[config.mk]
export PLATFORM = sky130hd
export DESIGN_NAME = pc_unit
export DESIGN_NICKNAME = d
export VERILOG_FILES = /design/src/rtl/pc_unit.sv
export SDC_FILE = /design/constraint.sdc
export NUM_CORES = 1
export LEC_CHECK = 0
export CORE_UTILIZATION = 40
export DETAILED_ROUTE_END_ITERATION = 6
export GPL_TIMING_DRIVEN = 0
export PLACE_DENSITY = 0.88
export SLEW_MARGIN = 20
export SYNTH_ARGS = -nofsm -noshare
export SYNTH_HDL_FRONTEND = slang
export SYNTH_SLANG_ARGS = --single-unit
[constraint.sdc]
create_clock -name clk -period 3.6 [get_ports clk]
set_clock_uncertainty 0.1 [all_clocks]
set_input_delay 0.36 -clock clk [delete_from_list [all_inputs] [get_ports clk]]
set_output_delay 0.36 -clock clk [all_outputs]
set_load 0.01 [all_outputs]
[src/rtl/pc_unit.sv]
// Program counter with exception/stall/return/jump/branch priority and an optional return-address stack.
// Latency: one edge from request to pc_out. Backpressure: stall holds all state; only exc overrides it.
// Build with macro PC_RAS_EN for the circular RAS; without it ret loads jmp_target and call is ignored.
module pc_unit #(
    parameter int                ADDR_W    = 32,
    parameter logic [ADDR_W-1:0] RESET_VEC = '0,
    parameter logic [ADDR_W-1:0] EXC_VEC   = 'h80,
    parameter int                RAS_DEPTH = 4
) (
    input  logic              clk,
    input  logic              rst,
    input  logic              stall,
    input  logic              exc,
    input  logic              br_taken,
    input  logic [ADDR_W-1:0] br_target,
    input  logic              jmp,
    input  logic [ADDR_W-1:0] jmp_target,
    input  logic              call,
    input  logic              ret,
    output logic [ADDR_W-1:0] pc_out,
    output logic              pc_valid,
    output logic              redirect,
    output logic              ras_empty,
    output logic              ras_full
);

    localparam logic [ADDR_W-1:0] ALIGN = {{(ADDR_W-2){1'b1}}, 2'b00};
    localparam logic [ADDR_W-1:0] STEP  = ADDR_W'(4);

`ifdef PC_RAS_EN
    localparam bit RAS_EN = 1'b1;
`else
    localparam bit RAS_EN = 1'b0;
`endif

    logic [ADDR_W-1:0] pc_seq;
    logic [ADDR_W-1:0] pc_next;
    logic              redirect_next;
    logic [ADDR_W-1:0] ras_top;
    logic              ras_avail;
    logic              push;
    logic              pop;

    assign pc_seq = pc_out + STEP;

    always_comb begin
        pc_next       = pc_seq;
        redirect_next = 1'b0;
        push          = 1'b0;
        pop           = 1'b0;
        if (exc) begin
            pc_next       = EXC_VEC;
            redirect_next = 1'b1;
        end else if (stall) begin
            pc_next       = pc_out;
        end else if (ret && (ras_avail || !RAS_EN)) begin
            pc_next       = RAS_EN ? ras_top : jmp_target;
            redirect_next = 1'b1;
            pop           = RAS_EN;
        end else if (jmp) begin
            // a simultaneous ret (empty stack) suppresses the push
            pc_next       = jmp_target;
            redirect_next = 1'b1;
            push          = RAS_EN && call && !ret;
        end else if (br_taken) begin
            pc_next       = br_target;
            redirect_next = 1'b1;
        end
    end

    always_ff @(posedge clk or posedge rst) begin
        if (rst) begin
            pc_out   <= RESET_VEC & ALIGN;
            pc_valid <= 1'b0;
            redirect <= 1'b0;
        end else begin
            pc_out   <= pc_next & ALIGN;
            pc_valid <= 1'b1;
            redirect <= redirect_next;
        end
    end

`ifdef PC_RAS_EN
    localparam int PTR_W = $clog2(RAS_DEPTH);
    localparam int CNT_W = $clog2(RAS_DEPTH + 1);

    logic [ADDR_W-1:0] ras_mem [RAS_DEPTH];
    logic [PTR_W-1:0]  top_ptr;
    logic [PTR_W-1:0]  push_ptr;
    logic [PTR_W-1:0]  pop_ptr;
    logic [PTR_W-1:0]  top_ptr_next;
    logic [CNT_W-1:0]  ras_cnt;
    logic [CNT_W-1:0]  ras_cnt_next;

    assign ras_top   = ras_mem[top_ptr];
    assign ras_avail = (ras_cnt != '0);
    assign push_ptr  = (top_ptr == PTR_W'(RAS_DEPTH - 1)) ? '0 : top_ptr + 1'b1;
    assign pop_ptr   = (top_ptr == '0) ? PTR_W'(RAS_DEPTH - 1) : top_ptr - 1'b1;

    // when full, the push slot is the oldest entry, so it is overwritten in place
    always_comb begin
        top_ptr_next = top_ptr;
        ras_cnt_next = ras_cnt;
        if (push) begin
            top_ptr_next = push_ptr;
            if (ras_cnt != CNT_W'(RAS_DEPTH))
                ras_cnt_next = ras_cnt + 1'b1;
        end else if (pop) begin
            top_ptr_next = pop_ptr;
            ras_cnt_next = ras_cnt - 1'b1;
        end
    end

    always_ff @(posedge clk or posedge rst) begin
        if (rst) begin
            top_ptr   <= PTR_W'(RAS_DEPTH - 1);
            ras_cnt   <= '0;
            ras_empty <= 1'b1;
            ras_full  <= 1'b0;
        end else begin
            top_ptr   <= top_ptr_next;
            ras_cnt   <= ras_cnt_next;
            ras_empty <= (ras_cnt_next == '0);
            ras_full  <= (ras_cnt_next == CNT_W'(RAS_DEPTH));
        end
    end

    always_ff @(posedge clk) begin
        if (push)
            ras_mem[push_ptr] <= pc_seq;
    end
`else
    logic                             unused_ras;
    logic [$clog2(RAS_DEPTH+1)-1:0]   unused_depth;

    assign ras_top      = '0;
    assign ras_avail    = 1'b0;
    assign ras_empty    = 1'b1;
    assign ras_full     = 1'b0;
    assign unused_ras   = ^{call, push, pop};
    assign unused_depth = '0;
`endif

endmodule

Word level (Yosys, flattened, before mapping)
Index checks and enable logic that the tools add are counted.

Register bits after elaboration: 32. ROM bits: 0. Memories: 0. Input port bits: 72. Logic and storage cells: 15. Output and inout bits: 36. RAM bits: 0. Latch bits: 0.

Bitwise gates (word level): 0. Muxes and demuxes: 10. Add/sub/neg operators: 1. Divide/modulo/power cells: 0. Eq/ne operators: 1. Order comparisons: 0. Shifts and indexed selects: 0. $mul: 0. Reduce and logical (&&, ||, !) cells: 0.

Operator list (count): 32-bit 2-to-1 mux (5); 32-bit by 3-bit adder with 32-bit output (second input constant) (1); 1-bit 2-to-1 mux (5); 2-bit by 1-bit inequality test with 1-bit output (second input constant) (1).

Logic depth before layout (Yosys ltp)
Gate-level depths: netlist of run 1.

Word-level depth: 6. Gate-level depth with buffers: 7. Gate-level depth less buffers: 6.

Worst setup path after synthesis of run 1
No wires, ideal clock.

Kind: register -> register. Start point: reg pc_out[11]. End point: reg pc_out[25]. Cell stages (with the launch flop): 6. Data arrival time: 1797 ps. Path buffers: 0. Period minus slack after synthesis: 2021 ps. Required time: 3376 ps. Slack: 1579 ps. Library setup time: 124 ps. Cells stage by stage: dfrtp_1 -> and4_4 -> nand3_2 -> or4_4 -> a31o_1 -> a211o_1.

Longest elaborated chain between the ends: 6.

RTL lines: start, declared (RTL line 20) `output logic [ADDR_W-1:0] pc_out,`; start signal, assigned (RTL line 73) `pc_out <= RESET_VEC & ALIGN;`; start signal, assigned (RTL line 77) `pc_out <= pc_next & ALIGN;`; 32-bit by 3-bit adder with 32-bit output (RTL line 44) `assign pc_seq = pc_out + STEP;`; 32-bit 2-to-1 mux (RTL line 65) `end else if (br_taken) begin`; 32-bit 2-to-1 mux (RTL line 60) `end else if (jmp) begin`; 32-bit 2-to-1 mux (RTL line 56) `end else if (ret && (ras_avail || !RAS_EN)) begin`; 32-bit 2-to-1 mux (RTL line 54) `end else if (stall) begin`; 32-bit 2-to-1 mux (RTL line 51) `if (exc) begin`.

Every way passes these cells. The select of a mux whose other input is x is not followed. A chain may end at the register's enable or synchronous reset.

Worst setup path in the final report of run 1
Start point: in ret. End point: reg pc_out[26].

Longest elaborated chain between the ends: 3.

RTL lines: start, declared (RTL line 19) `input logic ret,`; 32-bit 2-to-1 mux (RTL line 56); 32-bit 2-to-1 mux (RTL line 54); 32-bit 2-to-1 mux (RTL line 51).

Every way passes these cells. The select of a mux whose other input is x is not followed.

==> metrics, run 1 <==
Root Driver=clkbuf_8; Post-CTS Resized=0; worst skew pair latency=0.29 ns; CTS tree=built; share of layout cells above drive strength 1=5.621%; core area=0.005921 mm2; Gate Count Post-Synth=321; CP Data Required Time=3.64 ns; post-synthesis mux area share=1.225%; DPL Wire Length=6852 um; top-area cell type share of the netlist area=32.67%; most common cell after layout, fill and taps aside=clkdlybuf4s50_1; RSZ-0062 raised after global routing=false; Final min period=2.432 ns; DRC=0; Area Growth Syn to Fin=47.12%; ranking of synthesized cells by area=dfrtp_1 (33%), a21oi_1 (6.1%), nand2_1 (6.0%); Worst-path clk slew=0.07 ns; Row Count=28; reg-to-reg startpoint=pc_out[2]; Max Root-Sink Buffers=2; status=completed; max-slew violation count=0; first-pass GRT wire length=15100 um; Yosys reg bits=32; drt first pass iters=6; fill count=510; diodes inserted=0; crit path capture type=register; delay-heaviest family, CP=buffers and inverters; post-synthesis simple-gate area fraction=26.90%; CTS Sinks=32; pwr dens=271.5 mW/mm2; post-CTS setup buffer count=0; Num CTS Buffers=5; fin crit share=67.55%; Worst path slowest cell=buf_1; CP Launch Type=primary input; Peak VDD IR=154.9 uV; leading area contributor after synthesis=dfrtp_1; Via density=6.388; crit path buf inv count=3; f_max=0.4112 GHz; max incr delay on CP=0.53 ns; nets@finish=502; crit path cell chain=clkdlybuf4s50_1 > or2_2 > clkbuf_1 > buf_1 > nor4_1 > a31oi_1 > o32ai_1; GR peak layer=met2; Routed Antenna Nets=0; Hold WC Path Type=primary input to asynchronous set/reset pin; Starting Density=41.40%; LEAKAGE=0.001413 uW; GRT overflow=0; largest family of logic cells by synthesized area=compound AO/OA/AOI/OAI gates; Final Hold Fails=0; met1 Use GR=38.01%; initial antenna violation count=0; Avg Cell Area, Syn=7.636 um2; most frequent cells in the layout=clkdlybuf4s50_1 (98), nand2_1 (39), dfrtp_1 (32), a21oi_1 (30), o21ai_0 (28); Critical Path Start=ret; Die ar.=0.006445 mm2; Yosys warnings=0; Top FF cell, synth=dfrtp_1; total routed wirelength=9593 um; vias post-DR=3207; critical path class=primary input to register; io pins=108; WL per Instance=19.11 um; Starting DRT DRC Count=479; Max-cap violations=0; grt met2 use=49.32%; Sum Neg Setup Slack=0 ns; CP Data Arrival Time=2.47 ns; Horiz. Die Dim=80.28 um; Least-Margin Pin Slew=1.135 ns; Max FO, Critical Path=10; Finish-stage setup viols=0; H-tree levels=2; pin count of the biggest net entering global routing=33; Synth Area in XOR/XNOR=3.931%; register area share after synthesis=32.67%; gr usage total=30.81%; fraction of the mapped netlist area in compound gates=28.23%; hold_buf cts=0; post-synth cell types=52; Hold Worst Slack=0.4142 ns; Die H=80.28 um; Slew headroom=23.74%; Post-synth EDFFs=0; Synth Cell Area=0.002451 mm2; GR Util met3=6.932%; adder-cell area share of the yosys netlist=0.5105%; vias in the first global route=3112; I/O Buffers=98; GPL Wtd Cong=0.8914; share of synthesized registers carrying an async set or reset=100.0%
-- layer usage --
metal / vias up / routed length [um]
li1: 1407 / -
met1: 1439 / 3483
met2: 301 / 4527
met3: 60 / 1213
met4: 0 / 369
met5: - / 0
-- synthesized netlist by cell type (3+ instances only) --
master     n
o21ai_0   28
a21o_1     5
nor4_1     7
and3_1     7
nor3_1    13
buf_4      4
xor2_1     7
a31oi_1    3
clkbuf_1  15
inv_1      9
nand4_1   11
a21oi_1   30
dfrtp_1   32
o211ai_1   3
nor2_1    23
nand2_1   39
xnor2_1    4
a311oi_1   4
or3_1      3
a221oi_1   4
buf_1      4
mux2i_1    3
nand3_1   14
a211oi_1   5
a22o_1     7
-- worst paths after layout --
check                                   to  slack, ns  cells past startpoint
worst max-delay path            pc_out[26]       1.17                      7
worst min-delay path            pc_out[26]       0.41                      2
worst max register to register  pc_out[20]       1.27                      7
worst min register to register   pc_out[9]       0.49                      2
max in group asynchronous       pc_out[12]       2.52                      2
min in group clk                 pc_out[9]       0.49                      2
-- worst reg2reg max path: cells and delay by family (launching register included) --
family,cells,cell delay (ns)
fa+ha+maj,1,0.24
simple gates,3,0.58
buf+inv,1,0.48
flops,1,0.44
compound gates,2,0.39
-- flip-flops by register name, summed over array words and instances (netlist names) --
signal	flops
pc_out	30
pc_valid	1
redirect	1
-- cells by family after synthesis --
family	count (synthesis)
buffers and inverters	36
other	2
adders and majority gates	1
DFF	32
muxes	3
xor gates and xnor gates	11
AOI/OAI and AO/OA	106
and+or+nand+nor	130
-- final cells by class --
class | instances | area (um2) | area share (%)
repair buffers | 98 | 980.9 | 27.20
plain buffers | 25 | 111.4 | 3.088
multi-input cells | 256 | 1509 | 41.85
inverters | 11 | 41.29 | 1.145
well taps | 75 | 93.84 | 2.602
clock buffers | 5 | 68.82 | 1.908
flip-flops and latches | 32 | 800.8 | 22.21
-- report_power, final --
group | internal, uW | switching [uW]
combinational | 158 | 139
clock | 125 | 135
sequential | 384 | 37.3
-- metrics by stage --
stage	worst slack (ns)	utilization (%)	instances	power, uW	instance area, um2
floorplan	1.579	-	324	545.7	2462
global placement	1.017	59.74	497	708.1	3537
detailed placement	0.9633	59.74	497	717.4	3537
CTS	1.245	60.90	502	966.0	3606
global route	1.010	60.90	502	1009	3606
finish	1.168	60.90	502	978.9	3606
Note: power is estimated with default switching activity, not from simulation.
==> run 2, diff against run 1 <==
clock period = 2.3 ns   (was 3.6 ns; I/O delays follow)
==> run 2 against run 1 <==
Critical path depth fell by 2. Die area unchanged. Sequential power rose by 57%. Combinational power rose by 58%. Routed wire length increased by 1.2%. Clock power up 55%. Total power rose by 57%. Global-route usage is the same. Critical endpoint is now pc_out[25]. Largest cell class unchanged. Highest routed layer unchanged.
==> metrics, run 2 (synthesized netlist as in run 1, its figures left out) <==
initial antenna violation count=0 (unchanged); crit path capture type=register; crit path buf inv count=0 (-3); fill count=510 (unchanged); Final Hold Fails=0 (unchanged); Row Count=28 (unchanged); Area Growth Syn to Fin=47.68%; nets@finish=502 (unchanged); worst skew pair latency=0.29 ns (about the same); Root Driver=clkbuf_8; most common cell after layout, fill and taps aside=clkdlybuf4s50_1; delay-heaviest family, CP=simple AND/OR/NAND/NOR gates; Num CTS Buffers=5 (unchanged); pwr dens=423.6 mW/mm2 (+56%); Hold WC Path Type=primary input to asynchronous set/reset pin; Multi-input gate area=0.001514 mm2 (+0.33%); Max Root-Sink Buffers=2 (unchanged); Top Registers=pc_out (30), pc_valid (1), redirect (1); CP Launch Type=register; Placed Cells=497 (unchanged); status=completed; max-slew violation count=0 (unchanged); most frequent cells in the layout=clkdlybuf4s50_1 (98), nand2_1 (39), dfrtp_1 (32), a21oi_1 (30), o21ai_0 (28); io pins=108 (unchanged); setup ws final=0.08811 ns (-1.080 ns); Die H=80.28 um (unchanged); critical path class=register to register; post-CTS setup buffer count=0 (unchanged); CP Data Required Time=2.37 ns (-1.27 ns); Peak VDD IR=243.0 uV (+57%); Via density=6.402 (+0.22%); Starting DRT DRC Count=437 (-8.8%); vias post-DR=3214 (+0.22%); CTS Sinks=32 (unchanged); LEAKAGE=0.001424 uW (+0.83%); non-filler cells, final=502 (unchanged); CP Data Arrival Time=2.28 ns (-0.19 ns); Horiz. Die Dim=80.28 um (unchanged); Worst-path clk slew=0.07 ns (about the same); H-tree levels=2 (unchanged); Routed Antenna Nets=0 (unchanged); max incr delay on CP=0.55 ns (+0.02 ns); Slew headroom=51.37% (+28 points); total routed wirelength=9706 um (+1.2%); GPL Wtd Cong=0.8914 (unchanged); max FFs per register=30 (unchanged); GRT overflow=0 (unchanged); Least-Margin Pin Slew=0.7284 ns (-0.4067 ns); vias in the first global route=3112 (unchanged); Starting Density=41.40% (unchanged); drt first pass iters=7 (+1); CTS tree=built; Worst path slowest cell=or4_4; DRC=0 (unchanged); f_max=0.4521 GHz; Hold Worst Slack=0.2874 ns (-0.1268 ns); Pwr Total=1533 uW (+57%); Finish-stage setup viols=0 (unchanged); Final min period=2.212 ns; pre-CTS WS=-0.2067 ns (-1.170 ns); crit path cell chain=and4_2 > nand2_4 > or4_4 > a31o_1 > a211o_1; DPL Wire Length=6852 um (unchanged); RSZ-0062 raised after global routing=false; Max FO, Critical Path=8 (-2); Die ar.=0.006445 mm2 (unchanged); fin crit share=96.17%; share of layout cells above drive strength 1=7.026% (+1.4 points); first-pass GRT wire length=15100 um (unchanged); register area=800.8 um2 (unchanged); diodes inserted=0 (unchanged); gr usage total=30.81% (unchanged); pin count of the biggest net entering global routing=33 (unchanged); Sum Neg Setup Slack=0 ns (unchanged); WL per Instance=19.33 um (+1.2%); Top reg by flops=pc_out; Max-cap violations=0 (unchanged); core area=0.005921 mm2 (unchanged); I/O Buffers=98 (unchanged)
run 2: cell count changes in the layout (fill, tap and decap cells not counted):
cell	change
nor3_2	+1
clkbuf_1	-4
clkinvlp_4	+1
clkinv_1	-1
nor3_1	-1
clkbuf_2	+4
run 2: worst paths after layout:
path	depth (start not counted)	end	slack, ns	start
worst max-delay path	5	pc_out[25]	0.09	pc_out[8]
worst min-delay path	2	redirect	0.29	rst
worst max register to register	5	pc_out[25]	0.09	pc_out[8]
worst min register to register	2	pc_out[9]	0.50	pc_out[9]
max in group asynchronous	2	pc_out[12]	1.35	rst
min in group clk	3	pc_out[23]	0.44	br_target[23]
run 2: cell type report:
cell class              instances  share of cell area [%]
multi-input cells             256                   41.83
repair buffers                 98                   27.10
flip-flops and latches         32                   22.12
plain buffers                  25                   3.215
well taps                      75                   2.592
clock buffers                   5                   1.901
inverters                      11                   1.244
run 2: routing by layer:
metal	vias up	global-route usage (%)	wire length (um)
met5	-	0	0
met2	303	49.32	4544
met3	57	6.932	1252
li1	1406	-	-
met4	0	17.50	393
met1	1448	38.01	3516
run 2: report_power, final:
part | switching, uW | internal [uW] | leakage, uW
logic | 221 | 249 | 0.000971
registers | 59.0 | 601 | 0.000417
clock network | 209 | 195 | 0.0000359
total | 489 | 1040 | 0.00142
run 2: worst reg2reg max path, stage by stage, from the launching register on:
cell,delay (ns)
dfrtp_1,0.47
and4_2,0.37
nand2_4,0.11
or4_4,0.55
a31o_1,0.20
a211o_1,0.30
run 2: repair_timing:
action / CTS / global route
hold endpoints to repair: 0 / 0
hold buffers: 0 / 0
gates resized for setup: 0 / 10
endpoints found under the setup margin: 0 / 18
run 2: metrics by stage:
step           utilization [%]  instance area, um2
6_report                 61.14                3620
2_1_floorplan                -                2462
4_1_cts                  60.90                3606
5_1_grt                  61.14                3620
3_5_place_dp             59.74                3537
3_3_place_gp             59.74                3537
==> run 3, diff against run 2 <==
CELL_PAD_IN_SITES_DETAIL_PLACEMENT = 1   (was not set)
CELL_PAD_IN_SITES_GLOBAL_PLACEMENT = 2   (was not set)
CORE_UTILIZATION = 23   (was 40)
PLACE_DENSITY = 0.93   (was 0.88)
==> run 3 against run 2 <==
Cell area up 3.6%. Clock-buffer cell count up 3. Global-route usage down 11 points. First-iteration DRC count down 64%. Sequential power about the same. Non-clock buffer count up 2. Combinational power up 2%. Largest cell class unchanged.
==> metrics, run 3 (synthesized netlist as in run 1, its figures left out) <==
status=completed; vias in the first global route=3205 (+3.0%); worst skew pair latency=0.30 ns (about the same); Starting Density=23.74% (-18 points); gr usage total=19.84% (-11 points); Horiz. Die Dim=105.2 um (+31%); hold_buf cts=0 (unchanged); Die H=105.2 um (+31%); crit path cell chain=clkdlybuf4s50_1 > buf_2 > clkinvlp_4 > or3_1 > o21ai_0 > a41oi_1 > o221a_2; RSZ-0062 raised after global routing=true; max FFs per register=30 (unchanged); setup ws final=0.02501 ns (-0.06310 ns); critical path class=primary input to register; Least-Margin Pin Slew=0.7248 ns (-0.003691 ns); CTS Sinks=32 (unchanged); Die ar.=0.01107 mm2 (+72%); WL per Instance=19.48 um (+0.77%); Finish-stage setup viols=0 (unchanged); Root Driver=clkbuf_8; Row Count=37 (+32%); I/O Buffers=98 (unchanged); CTS tree=built; crit path buf inv count=3 (+3); Peak VDD IR=191.4 uV (-21%); Max FO, Critical Path=10 (+2); Max-cap violations=0 (unchanged); initial antenna violation count=0 (unchanged); LEAKAGE=0.001453 uW (+2.0%); Slew headroom=51.61% (+0.25 points); most common cell after layout, fill and taps aside=clkdlybuf4s50_1; Starting DRT DRC Count=156 (-64%); pwr dens=431.1 mW/mm2 (+1.8%); Max Root-Sink Buffers=2 (unchanged); total routed wirelength=11070 um (+14%); Top reg by flops=pc_out; max-slew violation count=0 (unchanged); Final Instance Area=0.003750 mm2 (+3.6%); CP Data Required Time=2.38 ns (about the same); nets@finish=504 (+0.40%); placed instance area=0.003613 mm2 (+2.2%); Multi-input gate area=0.001525 mm2 (+0.74%); DRC=0 (unchanged); H-tree levels=2 (unchanged); core area=0.01032 mm2 (+74%); io pins=108 (unchanged); Num CTS Buffers=5 (unchanged); drt first pass iters=5 (-2); pre-CTS WS=-0.4022 ns (-0.1955 ns); Top Registers=pc_out (30), pc_valid (1), redirect (1); Routed Antenna Nets=0 (unchanged); max incr delay on CP=0.51 ns (-0.04 ns); CP Data Arrival Time=2.36 ns (+0.08 ns); Final min period=2.275 ns (+0.06310 ns); most frequent cells in the layout=clkdlybuf4s50_1 (98), nand2_1 (39), dfrtp_1 (32), a21oi_1 (30), o21ai_0 (28); vias post-DR=3014 (-6.2%); register area=800.8 um2 (unchanged); GPL Wtd Cong=0.8629 (-3.2%); pin count of the biggest net entering global routing=33 (unchanged); final core utilization=36.32% (-25 points); DPL Wire Length=8072 um (+18%); Hold WC Path Type=primary input to asynchronous set/reset pin; f_max=0.4396 GHz (-2.8%); Worst-path clk slew=0.08 ns (about the same); fill count=1243 (+140%); CP Launch Type=primary input; Hold Worst Slack=0.2812 ns (-0.006159 ns); fin crit share=98.91% (+2.7 points); Area Growth Syn to Fin=52.99%; delay-heaviest family, CP=buffers and inverters; Via density=5.306 (-17%); Worst path slowest cell=clkdlybuf4s50_1; first-pass GRT wire length=17060 um (+13%); diodes inserted=0 (unchanged); crit path capture type=register; share of layout cells above drive strength 1=8.796% (+1.8 points); GRT overflow=0 (unchanged); Final Hold Fails=0 (unchanged)
-- run 3: report_power, final --
part           switching [uW]  total [uW]  internal (uW)  leakage (uW)
Combinational             226         478            252      0.000990
Clock                     233         478            245     0.0000455
Sequential               60.5         661            600      0.000417
-- run 3: path summary, 6_finish.rpt --
path | from | to | slack [ns] | cells past startpoint
setup / recovery | br_taken | pc_out[19] | 0.03 | 7
hold / removal | rst | pc_out[15] | 0.28 | 2
setup reg to reg | pc_out[11] | pc_out[25] | 0.14 | 5
hold reg to reg | pc_out[25] | pc_out[25] | 0.47 | 1
max in group asynchronous | rst | pc_valid | 1.35 | 2
min in group clk | br_target[23] | pc_out[23] | 0.44 | 3
-- run 3: layout make-up --
| class | count | share of cell area, % |
|---|---|---|
| plain buffers | 25 | 3.270 |
| clock buffers | 8 | 2.402 |
| inverters | 11 | 1.201 |
| multi-input cells | 256 | 40.67 |
| flip-flops and latches | 32 | 21.35 |
| well taps | 136 | 4.538 |
| repair buffers | 100 | 26.56 |
-- run 3: layer usage --
| layer | vias to the layer above | track usage [%] | routed length [um] |
|---|---|---|---|
| met2 | 124 | 34.26 | 5410 |
| met5 | - | 0 | 0 |
| li1 | 1412 | - | - |
| met3 | 14 | 3.340 | 673 |
| met1 | 1464 | 25.78 | 4821 |
| met4 | 0 | 4.427 | 161 |
-- run 3: metrics by stage --
step / std cells / setup TNS (ns) / power, uW
2_1_floorplan: 324 / 0 / 854.1
3_3_place_gp: 558 / -5.485 / 1127
3_5_place_dp: 558 / -7.645 / 1141
4_1_cts: 566 / 0 / 1608
5_1_grt: 568 / -0.1815 / 1679
6_report: 568 / 0 / 1617
-- run 3: what timing repair did --
action                     4_1_cts  5_1_grt
setup endpoints to repair       16       21
setup buffers                    0        2
gates resized for setup          4       14
